--- src/rtl/uart_pkg.sv ---
// uart_pkg: word width and receive FIFO depth shared by the UART receiver, transmitter and buffers.
//   DATA_BITS      width of a UART data word
//   FIFO_ADDR_BITS log2 of the receive FIFO depth
package uart_pkg;
    localparam int DATA_BITS = 8;
    localparam int FIFO_ADDR_BITS = 4;
endpackage

--- src/rtl/fifo_regfile.sv ---
// fifo_regfile: 2**AddrBits x DataBits storage, one synchronous write port and one asynchronous read port.
//   clk          rising-edge clock
//   we           write enable
//   waddr, wdata write address and data
//   raddr        read address
//   rdata        combinational read data at raddr
module fifo_regfile #(
    parameter int DataBits = 8,
    parameter int AddrBits = 4
) (
    input  logic                clk,
    input  logic                we,
    input  logic [AddrBits-1:0] waddr,
    input  logic [DataBits-1:0] wdata,
    input  logic [AddrBits-1:0] raddr,
    output logic [DataBits-1:0] rdata
);
    logic [DataBits-1:0] mem [2**AddrBits];

    always_ff @(posedge clk)
        if (we) mem[waddr] <= wdata;

    assign rdata = mem[raddr];
endmodule

--- src/rtl/uart_rx_fifo.sv ---
// uart_rx_fifo: first-word-fall-through receive FIFO capturing UART words on the done strobe, with sticky overrun.
//   clk, reset    clock and synchronous active-high reset
//   rx_done_tick  one-cycle strobe, rx_dout valid
//   rx_dout       received word
//   rd_en         host pop request, ignored while empty
//   rd_data       head word (zero while empty)
//   empty, full   occupancy flags derived from count
//   count         words stored, 0..2**AddrBits
//   overrun       sticky flag, a word was dropped while full
//   clr_overrun   clears overrun unless a drop happens in the same cycle
module uart_rx_fifo
    import uart_pkg::*;
#(
    parameter int DataBits = DATA_BITS,
    parameter int AddrBits = FIFO_ADDR_BITS
) (
    input  logic                clk,
    input  logic                reset,
    input  logic                rx_done_tick,
    input  logic [DataBits-1:0] rx_dout,
    input  logic                rd_en,
    output logic [DataBits-1:0] rd_data,
    output logic                empty,
    output logic                full,
    output logic [AddrBits:0]   count,
    output logic                overrun,
    input  logic                clr_overrun
);
    logic [AddrBits-1:0] wr_ptr, rd_ptr;
    logic [DataBits-1:0] head;
    logic                push, pop;

    assign empty = (count == '0);
    assign full  = (count == (AddrBits+1)'(2**AddrBits));
    // A pop in the same cycle frees the slot, so a full FIFO still accepts the word.
    assign push  = rx_done_tick & (~full | rd_en);
    assign pop   = rd_en & ~empty;
    // Storage is not reset; masking keeps rd_data at zero after reset.
    assign rd_data = empty ? '0 : head;

    fifo_regfile #(.DataBits(DataBits), .AddrBits(AddrBits)) u_regfile (
        .clk   (clk),
        .we    (push),
        .waddr (wr_ptr),
        .wdata (rx_dout),
        .raddr (rd_ptr),
        .rdata (head)
    );

    always_ff @(posedge clk) begin
        if (reset) begin
            wr_ptr  <= '0;
            rd_ptr  <= '0;
            count   <= '0;
            overrun <= 1'b0;
        end else begin
            if (push) wr_ptr <= wr_ptr + 1'b1;
            if (pop) rd_ptr <= rd_ptr + 1'b1;
            count <= count + {{AddrBits{1'b0}}, push} - {{AddrBits{1'b0}}, pop};
            if (rx_done_tick & ~push) overrun <= 1'b1;
            else if (clr_overrun) overrun <= 1'b0;
        end
    end
endmodule
--- config.mk ---
export PLATFORM = sky130hd
export DESIGN_NAME = uart_rx_fifo
export DESIGN_NICKNAME = d
export VERILOG_FILES = /design/src/rtl/uart_pkg.sv /design/src/rtl/fifo_regfile.sv /design/src/rtl/uart_rx_fifo.sv
export SDC_FILE = /design/constraint.sdc
export NUM_CORES = 1
export LEC_CHECK = 0
export BUFFER_PORTS_ARGS = -buffer_cell sky130_fd_sc_hd__buf_4
export CAP_MARGIN = 40
export CELL_PAD_IN_SITES_DETAIL_PLACEMENT = 1
export CELL_PAD_IN_SITES_GLOBAL_PLACEMENT = 1
export CORE_UTILIZATION = 40
export DETAILED_ROUTE_END_ITERATION = 16
export PLACE_DENSITY = 0.67
export SYNTH_ARGS = -nofsm -noshare
export SYNTH_HDL_FRONTEND = slang
export SYNTH_HIERARCHICAL = 1
export SYNTH_SLANG_ARGS = --single-unit
--- constraint.sdc ---
create_clock -name clk -period 3.9 [get_ports clk]
set_input_delay 0.39 -clock clk [delete_from_list [all_inputs] [get_ports clk]]
set_output_delay 0.39 -clock clk [all_outputs]
set_load 0.02 [all_outputs]
Word-level counts from Yosys, hierarchy flattened
Memory sizes are Yosys's and may differ from the RTL's. A register that Yosys moved wholly into a read port is not among the register bits.
Index checks and enable logic that the tools add are counted.
W data, S select, Z words.
{"block": "word_totals", "inputBits": 13, "ramBits": 128, "word_cells": 26, "mem_bits_ro": 0, "memories": 1, "out_inout_bits": 16, "ff_bits": 14, "latch_bits": 0}
{"name": "u_regfile.mem", "words": 16, "width": 8, "read_ports": 1, "rd_ports_with_merged_regs": 1, "write_ports": 1, "line_no": "fifo_regfile.sv:18", "text": "logic [DataBits-1:0] mem [2**AddrBits];"}
{"block": "op_classes", "bitwise_logic": 7, "muxes": 7, "n_eq_ne": 1, "div": 0, "add_sub_neg": 4, "order_cmp": 0, "multipliers": 0, "n_shift": 0, "n_reduce_logical": 2}
{"operator": "$add A4 B1 Y4 const B", "n": 2}
{"operator": "$mux W4", "n": 2}
{"operator": "$mux W8", "n": 1}
{"operator": "$add A5 B1 Y5", "n": 1}
{"operator": "$eq A5 B5 Y1 const B", "n": 1}
{"operator": "$logic_not A5 Y1", "n": 1}
{"operator": "$sub A5 B1 Y5", "n": 1}
{"operator": "$mux W1", "n": 4}
{"operator": "$and A1 B1 Y1", "n": 3}
{"operator": "$not A1 Y1", "n": 3}
{"operator": "$reduce_bool A2 Y1", "n": 1}
{"operator": "$or A1 B1 Y1", "n": 1}

Longest topological paths before layout
Gate-level depths: netlist of run 1.
{"block": "logic_depth", "word_depth": 7, "depth_mapped": 13, "mapped_depth_nobuf": 12}

Hierarchy
Netlist of run 1, hierarchy kept.
{"module": "fifo_regfile", "cells_per_inst": 221, "n_inst": 1, "seq_area_each_um2": 3843.7, "area_per_inst_um2": 4987.3}
{"module": "uart_rx_fifo", "cells_per_inst": 97, "n_inst": 1, "seq_area_each_um2": 280.3, "area_per_inst_um2": 893.4}

Least setup slack after synthesis of run 1
No wires, ideal clock.
{"block": "synth_path", "path_kind": "register to register", "startpoint": "reg count[2]", "endpoint": "reg count[4]", "t_required_ns": 3.830, "setup_ns": 0.070, "period_less_slack_ns": 3.011, "arrival_ns": 2.941, "path_buffers": 1, "stages_incl_launch_ff": 14, "setup_slack_ns": 0.889, "cell_sequence": "dfxtp_1 > inv_1 > ha_1 > and4bb_1 > buf_6 > a21boi_4 > inv_1 > ha_1 > inv_1 > ha_1 > fa_1 > a21o_1 > a2111oi_0 > o21bai_1"}
{"block": "synth_between", "elab_chain_cells": 6, "elab_cells_between_ends": 9, "cone_classes": "add/sub (2); eq/ne (1); bitwise (5); reduce/logical (1)"}
{"item": "start, declared", "line_no": "uart_rx_fifo.sv:25", "text": "output logic [AddrBits:0] count,"}
{"item": "start signal, assigned", "line_no": "uart_rx_fifo.sv:59", "text": "count <= count + {{AddrBits{1'b0}}, push} - {{AddrBits{1'b0}}, pop};"}
{"item": "$eq A5 B5 Y1", "line_no": "uart_rx_fifo.sv:34", "text": "assign full = (count == (AddrBits+1)'(2**AddrBits));"}
{"item": "named net full", "line_no": "uart_rx_fifo.sv:24", "text": "output logic full,"}
{"item": "$not A1 Y1", "line_no": "uart_rx_fifo.sv:36", "text": "assign push = rx_done_tick & (~full | rd_en);"}
{"item": "$or A1 B1 Y1", "line_no": "uart_rx_fifo.sv:36"}
{"item": "$and A1 B1 Y1", "line_no": "uart_rx_fifo.sv:36"}
{"item": "named net push", "line_no": "uart_rx_fifo.sv:31", "text": "logic push, pop;"}
{"item": "$add A5 B1 Y5", "line_no": "uart_rx_fifo.sv:59"}
{"item": "$sub A5 B1 Y5", "line_no": "uart_rx_fifo.sv:59"}
The timed path passes the listed nets, and every way through them passes these cells.
A chain may end at the register's enable or synchronous reset.

Worst setup path after layout of run 1
{"block": "layout_path", "startpoint": "reg count[2]", "endpoint": "reg count[4]"}
{"block": "layout_between", "elab_chain_cells": 6, "elab_cells_between_ends": 9, "cone_classes": "add/sub (2); eq/ne (1); bitwise (5); reduce/logical (1)"}
{"item": "$eq A5 B5 Y1", "line_no": "uart_rx_fifo.sv:34"}
{"item": "$not A1 Y1", "line_no": "uart_rx_fifo.sv:36"}
{"item": "$or A1 B1 Y1", "line_no": "uart_rx_fifo.sv:36"}
{"item": "$and A1 B1 Y1", "line_no": "uart_rx_fifo.sv:36"}
{"item": "named net push", "line_no": "uart_rx_fifo.sv:31"}
{"item": "$add A5 B1 Y5", "line_no": "uart_rx_fifo.sv:59"}
{"item": "$sub A5 B1 Y5", "line_no": "uart_rx_fifo.sv:59"}
The timed path passes the listed nets, and every way through them passes these cells.

==> impl_metrics.ini, run 1 <==
[routing]
wire_per_inst_um = 21.8
vias = 3023
wl_mm = 12.2
drtAntennaViolNets = 0
viasPerCell = 5.41
drc = 0
drtIter0Drc = 234
first_pass_iters = 4

[sta]
maxSlewViolCount = 0
timing.fmax_ghz = 0.324
fin_hold_ws_ps = 259
setup_ws_ps = 814
setup_viol = 0
finClkSkew_ps = 6.37
tns_ps = 0
fin_crit_ps = 3090
min_period_over_period = 0.791
hold_viol = 0
rsz0062_at_grt = false
tightest_slew_ps = 901
relSlewSlack = 0.397

[global_routing]
grt_pass1_wl_mm = 18.7
grt_start_max_net_pins = 31
grt_pass1_vias = 3215
gr-total-overflow = 0
antenna_found_initial = 0
grt_use_total = 0.179

[critical_path]
worst_path_max_delay_cell = fa_1
arrival_ps = 3430
ff2ff_setup_slack_ps = 810
worstRegToRegCells = 12
crit_path_max_fanout = 7
critPathRequiredTime_ps = 4240
reg2reg_to = count[4]
crit_type = reg2reg
crit_end = count[4]
rr_startpoint = count[2]
path_cells = inv_1, ha_1, and4bb_1, a21boi_4, inv_1, ha_1, inv_1, ha_1, fa_1, a21o_1, a2111oi_0, o21bai_1
startpoint = count[2]
crit_path_end_kind = flop
cpPeakStageDelay_ps = 430
startpoint_type = flop

[die]
die_h_um = 123
dieArea_sq_um = 15200
start_util = 0.417
row_count = 43
io_pins = 29
dieWidth_um = 123
coreArea_sq_um = 14100

[yosys]
synth-seq-cells = 142
async_flop_share = 0
synth-edff-count = 128
synth_fp_nets = 340
synthCells = 318
yosys_warnings = 6
synthesis.area_sq_um = 5880
yosysUniqueCellTypes = 45
yosysSeqAreaShare = 0.701
syn_area_per_cell_sq_um = 18.5
ys.flop_type = edfxtp_1

[cts]
clockBufferDepth = 2
cts_htree_levels = 4
cts_buffers = 17
clock-root-buffer = clkbuf_16
clock_latency_ps = 420
cts_num_sinks = 142
cts.repair.resized = 0
cts_tree = yes
cts-hold-fix-buffers = 0
post-cts-setup-buffers = 0
worst_setup_hold_path_clk_slew_ps = 60

[cells_and_area]
fin_cells = 559
area_growth_pct = 18.1
n_fill_cell = 1323
final_area_sq_um = 6940
final_cell_mix = edfxtp_1 (128), buf_4 (44), nor2_1 (22), mux4_2 (18), clkbuf_16 (17)
antennaDiodeCount = 0
fin_nets = 388
mostFrequentLayoutCell = edfxtp_1
drive_gt1_frac = 0.272
fin_util = 0.493

[placed_design]
place_inst = 527
place_area_sq_um = 6320
portBuffers = 28
pre_cts_ws_ps = 819
dp_hpwl_mm = 7.89
place_congestion = 0.680

[power]
powerDensity_nw_per_um2 = 635
clockPowerShare = 0.382
peakVddDrop_v = 0.000322
finalPower_mw = 4.41
p_seq_frac = 0.406
p_sw_mw = 1.17
combPwrFrac = 0.213
p_leak_nw = 2.37
netSwitchingFraction = 0.265
p_int_mw = 3.24

[worst_hold_path]
hold_path_class = in2reg
min_from = rd_en

[flow_run]
maxCapViolations = 0

[status]
status = finished clean
## logic make-up after synthesis
| logic type | after synthesis | synth area share |
|---|---|---|
| AO/OA/AOI/OAI | 34 | 0.0426 |
| XOR/XNOR | 2 | 0.00298 |
| adder cells (fa/ha/maj) | 9 | 0.0204 |
| buffers and inverters | 25 | 0.0257 |
| flip-flops | 142 | 0.701 |
| multiplexers | 37 | 0.141 |
| AND/OR/NAND/NOR | 69 | 0.0655 |
## power by group through the flow
| stage | combinational [mW] | clock (mW) | sequential [mW] |
|---|---|---|---|
| 6_report | 0.938 | 1.68 | 1.79 |
| 4_1_cts | 0.957 | 1.71 | 1.79 |
| 5_1_grt | 1.03 | 1.77 | 1.80 |
| 3_3_place_gp | 0.943 | 0 | 1.81 |
| 2_1_floorplan | 0.648 | 0 | 1.82 |
| 3_5_place_dp | 0.952 | 0 | 1.82 |
## per-layer routing
metal / global-route usage / vias up / share of wire
met5: 0 / - / 0
met4: 0.0768 / 0 / 0.013
met3: 0.0415 / 11 / 0.032
met2: 0.280 / 54 / 0.49
met1: 0.239 / 1580 / 0.46
li1: - / 1378 / -
## Yosys cell counts, drive strengths merged, types with 4 or more instances
| library cell | instances | area (sq um) |
|---|---|---|
| nor2b | 14 | 87.6 |
| a22oi | 16 | 120 |
| ha | 8 | 100 |
| nor3 | 4 | 20.0 |
| mux2 | 4 | 48.8 |
| edfxtp | 128 | 3840 |
| dfxtp | 14 | 280 |
| nand2 | 9 | 33.8 |
| nor2 | 22 | 82.6 |
| a21oi | 7 | 35.0 |
| buf | 9 | 72.6 |
| nand2b | 5 | 31.3 |
| mux4 | 32 | 773 |
| inv | 10 | 37.5 |
## sequential cells by signal, summed over array words and instances, names as in the netlist
name	cells
count	5
u_regfile/mem	128
overrun	1
rd_ptr	4
wr_ptr	4
## critical path, delay by kind of cell (launching register included)
kind,cells,cell delay (ps)
and+or+nand+nor,1,300
buffers and inverters,3,200
DFF,1,370
AOI/OAI and AO/OA,4,1030
adders and majority gates,4,1110
## worst min path at each step
stage,end,slack [ps],cells after the start
floorplan,rd_ptr[3],480,2
global placement,overrun,490,2
detailed placement,overrun,490,2
CTS,rd_ptr[1],240,3
global route,u_regfile/mem[4][1],280,1
finish,rd_ptr[1],260,3
## area by class of cell
cell class | instances | area [sq um] | share of cell area
clock inverter | 15 | 195 | 0.0281
clock buffer | 17 | 425 | 0.0613
tap | 180 | 225 | 0.0324
sequential | 142 | 4130 | 0.594
multi-input combinational | 151 | 1610 | 0.231
timing repair buffer | 44 | 330 | 0.0476
inverter | 10 | 37.5 | 0.00541
Power figures use the tool's default switching activity.
==> run 2: changes to the inputs <==
==> constraint.sdc (replaced) <==
create_clock -name clk -period 2.95 [get_ports clk]
set_input_delay 0.295 -clock clk [delete_from_list [all_inputs] [get_ports clk]]
set_output_delay 0.295 -clock clk [all_outputs]
set_load 0.02 [all_outputs]
==> impl_metrics.ini, run 2 (synthesis gave the netlist of run 1 again) <==
[routing]
viasPerCell = 5.59
drtAntennaViolNets = 0
drtIter0Drc = 191
wl_mm = 13.3
wire_per_inst_um = 23.5
drc = 0
first_pass_iters = 4
vias = 3170

[cts]
clock_latency_ps = 410
cts_num_sinks = 142
post-cts-setup-buffers = 0
cts_tree = yes
clock-root-buffer = clkbuf_16
cts.repair.resized = 0
clockBufferDepth = 2
cts-hold-fix-buffers = 0
cts_buffers = 17
cts_htree_levels = 4
worst_setup_hold_path_clk_slew_ps = 60

[sta]
tns_ps = 0
min_period_over_period = 0.932
relSlewSlack = 0.484
tightest_slew_ps = 772
finClkSkew_ps = 9.97
setup_viol = 0
rsz0062_at_grt = false
timing.fmax_ghz = 0.364
setup_ws_ps = 201
hold_viol = 0
maxSlewViolCount = 0
fin_crit_ps = 2750

[global_routing]
antenna_found_initial = 0
gr-total-overflow = 0
grt_pass1_vias = 3383
grt_pass1_wl_mm = 20.1
grt_use_total = 0.193
grt_start_max_net_pins = 36

[cells_and_area]
final_cell_mix = edfxtp_1 (128), buf_4 (51), nor2_1 (22), mux4_2 (18), clkbuf_16 (17)
drive_gt1_frac = 0.289
antennaDiodeCount = 0
largest_reg_flops = 128
n_fill_cell = 1307
regArea_sq_um = 4130
multi_input_area_sq_um = 1630
fin_nets = 396
top_register = u_regfile/mem
top_regs = u_regfile/mem x128, count x5
mostFrequentLayoutCell = edfxtp_1
area_growth_pct = 20.2

[power]
netSwitchingFraction = 0.259
clockPowerShare = 0.387
p_seq_frac = 0.387
p_sw_mw = 1.57
peakVddDrop_v = 0.000469
p_int_mw = 4.49
p_leak_nw = 2.45
combPwrFrac = 0.226
powerDensity_nw_per_um2 = 856

[critical_path]
crit_path_end_kind = flop
startpoint_type = flop
arrival_ps = 3090
crit_path_max_fanout = 3
critPathRequiredTime_ps = 3290
crit_type = reg2reg

[placed_design]
dp_hpwl_mm = 8.42
pre_cts_ws_ps = 78.7
place_congestion = 0.753
portBuffers = 28

[die]
dieWidth_um = 123
io_pins = 29
coreArea_sq_um = 14100
die_h_um = 123
start_util = 0.417
row_count = 43
dieArea_sq_um = 15200

[flow_run]
maxCapViolations = 0

[status]
status = finished clean

[worst_hold_path]
hold_path_class = in2reg
run 2: changes by cell type in the layout (fill, tap and decap cells not counted), sizes merged:
cell      change
inv           -1
clkinv        +3
bufinv        +2
buf           +8
clkbuf        +1
clkinvlp      -5
run 2: layout make-up:
class                      count  share of cell area
clock buffer                  18              0.0607
clock inverter                14              0.0313
inverter                      10             0.00531
multi-input combinational    151               0.230
sequential                   142               0.584
tap                          180              0.0319
timing repair buffer          52              0.0570
run 2: per-layer routing:
layer | share of wire | wire, um | track usage
met1 | 0.44 | 5890 | 0.256
met2 | 0.50 | 6670 | 0.316
met3 | 0.048 | 646 | 0.0438
met4 | 0.0092 | 123 | 0.0610
met5 | 0 | 0 | 0
run 2: final timing paths:
| check | to | depth (start not counted) | startpoint | slack, ps |
|---|---|---|---|---|
| setup reg to reg | count[4] | 12 | count[2] | 200 |
| hold reg to reg | overrun | 2 | overrun | 510 |
| setup / recovery | count[4] | 12 | count[2] | 200 |
| hold / removal | u_regfile/mem[12][6] | 1 | rx_dout[6] | 190 |
run 2: power by group through the flow:
| stage | logic, mW | clock network, mW | registers, mW |
|---|---|---|---|
| global placement | 1.30 | 0 | 2.38 |
| detailed placement | 1.34 | 0 | 2.38 |
| global route | 1.49 | 2.47 | 2.35 |
| finish | 1.37 | 2.34 | 2.34 |
| CTS | 1.35 | 2.39 | 2.34 |
| floorplan | 0.857 | 0 | 2.41 |
run 2: per-stage QoR:
step                std cells  utilization  hold WS, ps  cell area [sq um]  total power [mW]
floorplan                 318            -          394               5880              3.27
global route              567        0.502          187               7070              6.32
global placement          535        0.454          473               6400              3.68
detailed placement        535        0.454          508               6400              3.73
CTS                       567        0.500          175               7050              6.08
finish                    567        0.502          186               7070              6.05
run 2: worst max-delay path, cell delays in order (launching register included):
cell and delay [ps]:
dfxtp_2 340, inv_1 60, ha_1 210, and4bb_1 250
a21boi_4 170, inv_1 60, ha_1 270, inv_1 40
ha_1 210, fa_2 380, a21o_1 230, a2111oi_4 340
o21bai_1 140
==> run 3: changes to the inputs <==
--- a/config.mk
+++ b/config.mk
@@ -12,6 +12,7 @@
 export CORE_UTILIZATION = 40
 export DETAILED_ROUTE_END_ITERATION = 16
 export PLACE_DENSITY = 0.67
+export SETUP_SLACK_MARGIN = 0.5
 export SYNTH_ARGS = -nofsm -noshare
 export SYNTH_HDL_FRONTEND = slang
 export SYNTH_HIERARCHICAL = 1
==> impl_metrics.ini, run 3 (synthesis gave the netlist of run 1 again) <==
[cts]
cts_tree = yes
worst_setup_hold_path_clk_slew_ps = 50
cts_num_sinks = 142
clock_latency_ps = 410
cts_htree_levels = 4
clockBufferDepth = 2
cts_buffers = 17
clock-root-buffer = clkbuf_16

[sta]
rsz0062_at_grt = true
tns_ps = 0
finClkSkew_ps = 4.45
relSlewSlack = 0.551
min_period_over_period = 0.854
fin_crit_ps = 2520
timing.fmax_ghz = 0.397
maxSlewViolCount = 0
hold_viol = 0
tightest_slew_ps = 670
setup_viol = 0

[global_routing]
antenna_found_initial = 0
gr-total-overflow = 0
grt_use_total = 0.187
grt_pass1_vias = 3340
grt_pass1_wl_mm = 19.4
grt_start_max_net_pins = 36

[worst_hold_path]
hold_path_class = in2reg
whs_path_depth = 3

[cells_and_area]
antennaDiodeCount = 0
mostFrequentLayoutCell = edfxtp_1
area_growth_pct = 21.6
largest_reg_flops = 128
top_register = u_regfile/mem
top_regs = u_regfile/mem x128, count x5
fin_cells = 571
final_cell_mix = edfxtp_1 (128), buf_4 (45), mux4_2 (27), nor2_1 (21), clkbuf_16 (17)
fin_nets = 405
drive_gt1_frac = 0.391

[power]
p_leak_nw = 2.43
combPwrFrac = 0.285
powerDensity_nw_per_um2 = 805
finalPower_mw = 5.76
netSwitchingFraction = 0.277
p_seq_frac = 0.412
peakVddDrop_v = 0.000431
p_int_mw = 4.16
p_sw_mw = 1.59
clockPowerShare = 0.303

[critical_path]
reg2reg_to = count[4]
path_cells = buf_12, mux4_2, a22oi_2, nand2_2, nor2b_4, buf_6
worst_path_max_delay_cell = mux4_2
rr_startpoint = count[2]
crit_family = multiplexers
worstRegToRegCells = 12
arrival_ps = 2230
cp.depth = 6
ff2ff_setup_slack_ps = 440
crit_path_end_kind = output port
crit_path_max_fanout = 8
cpPeakStageDelay_ps = 520
critPathRequiredTime_ps = 2650
startpoint_type = flop
crit_type = reg2out
startpoint = rd_ptr[0]
critPathBufInv = 2
crit_end = rd_data[0]

[die]
io_pins = 29
dieWidth_um = 123
start_util = 0.417
die_h_um = 123
row_count = 43
dieArea_sq_um = 15200
coreArea_sq_um = 14100

[flow_run]
maxCapViolations = 0

[routing]
vias = 3129
drtIter0Drc = 271
viasPerCell = 5.48
first_pass_iters = 4
wire_per_inst_um = 22.8
drc = 0
wl_mm = 13.0
drtAntennaViolNets = 0

[placed_design]
portBuffers = 28
place_inst = 532
dp_hpwl_mm = 8.06
place_congestion = 0.705

[status]
status = finished clean
## run 3: cell types whose count changed in the layout (fill, tap and decap cells not counted), moves of 6 or more
cell       change
a22oi_1       -15
a22oi_2       +15
buf_6         +11
mux4_1         -9
mux4_2         +9
nor2b_1        -7
buf_4          -6
bufinv_16      -6
nor2b_4        +6
## run 3: area by class of cell
type                            count  area [sq um]
Clock buffer                       22           444
Clock inverter                      5          22.5
Fill cell                        1309          6950
Inverter                           10          37.5
Multi-Input combinational cell    151          1730
Sequential cell                   142          4140
Tap cell                          180           225
Timing Repair Buffer               61           559
## run 3: metal layers
layer	track usage	vias to the layer above	routed length, um
li1	-	1401	-
met1	0.229	1637	5570
met3	0.0489	13	608
met5	0	-	0
met4	0.0753	0	174
met2	0.315	78	6660
## run 3: through the flow
| step | worst slack (ps) | area, sq um | hold WS, ps | utilization |
|---|---|---|---|---|
| 2_1_floorplan | 279 | 5900 | 394 | - |
| 3_5_place_dp | 293 | 6410 | 492 | 0.454 |
| 5_1_grt | 324 | 7150 | 186 | 0.507 |
| 3_3_place_gp | 399 | 6410 | 484 | 0.454 |
| 6_report | 430 | 7150 | 176 | 0.507 |
| 4_1_cts | 389 | 7050 | 164 | 0.500 |
## run 3: power by group through the flow
stage	logic [mW]	registers, mW	clock network, mW
finish	1.64	2.37	1.74
global route	1.76	2.38	1.85
CTS	1.48	2.37	1.79
detailed placement	1.31	2.42	0
global placement	1.27	2.42	0
floorplan	0.869	2.41	0
## run 3: worst register-to-register path, delay by kind of cell (launching register included)
kind / cells / cell delay [ps]
buffers and inverters: 3 / 150
adders and majority gates: 4 / 980
DFF: 1 / 350
and+or+nand+nor: 1 / 210
AOI/OAI and AO/OA: 4 / 740
## run 3: how the worst min path moves through the flow
stage | startpoint | to | slack [ps]
after floorplan | rx_dout[0] | u_regfile/mem[0][0] | 390
after global placement | overrun | overrun | 480
after detailed placement | overrun | overrun | 490
after CTS | rd_en | rd_ptr[1] | 160
after global routing | rd_en | rd_ptr[1] | 190
final | rd_en | rd_ptr[1] | 180
## run 3: timing repair
| action | CTS | global route |
|---|---|---|
| gates cloned | 1 | 0 |
| setup buffers | 10 | 1 |
| endpoints found under the setup margin | 9 | 9 |
| hold buffers | 0 | 0 |
| resized for setup | 27 | 34 |
| pin swaps | 9 | 13 |
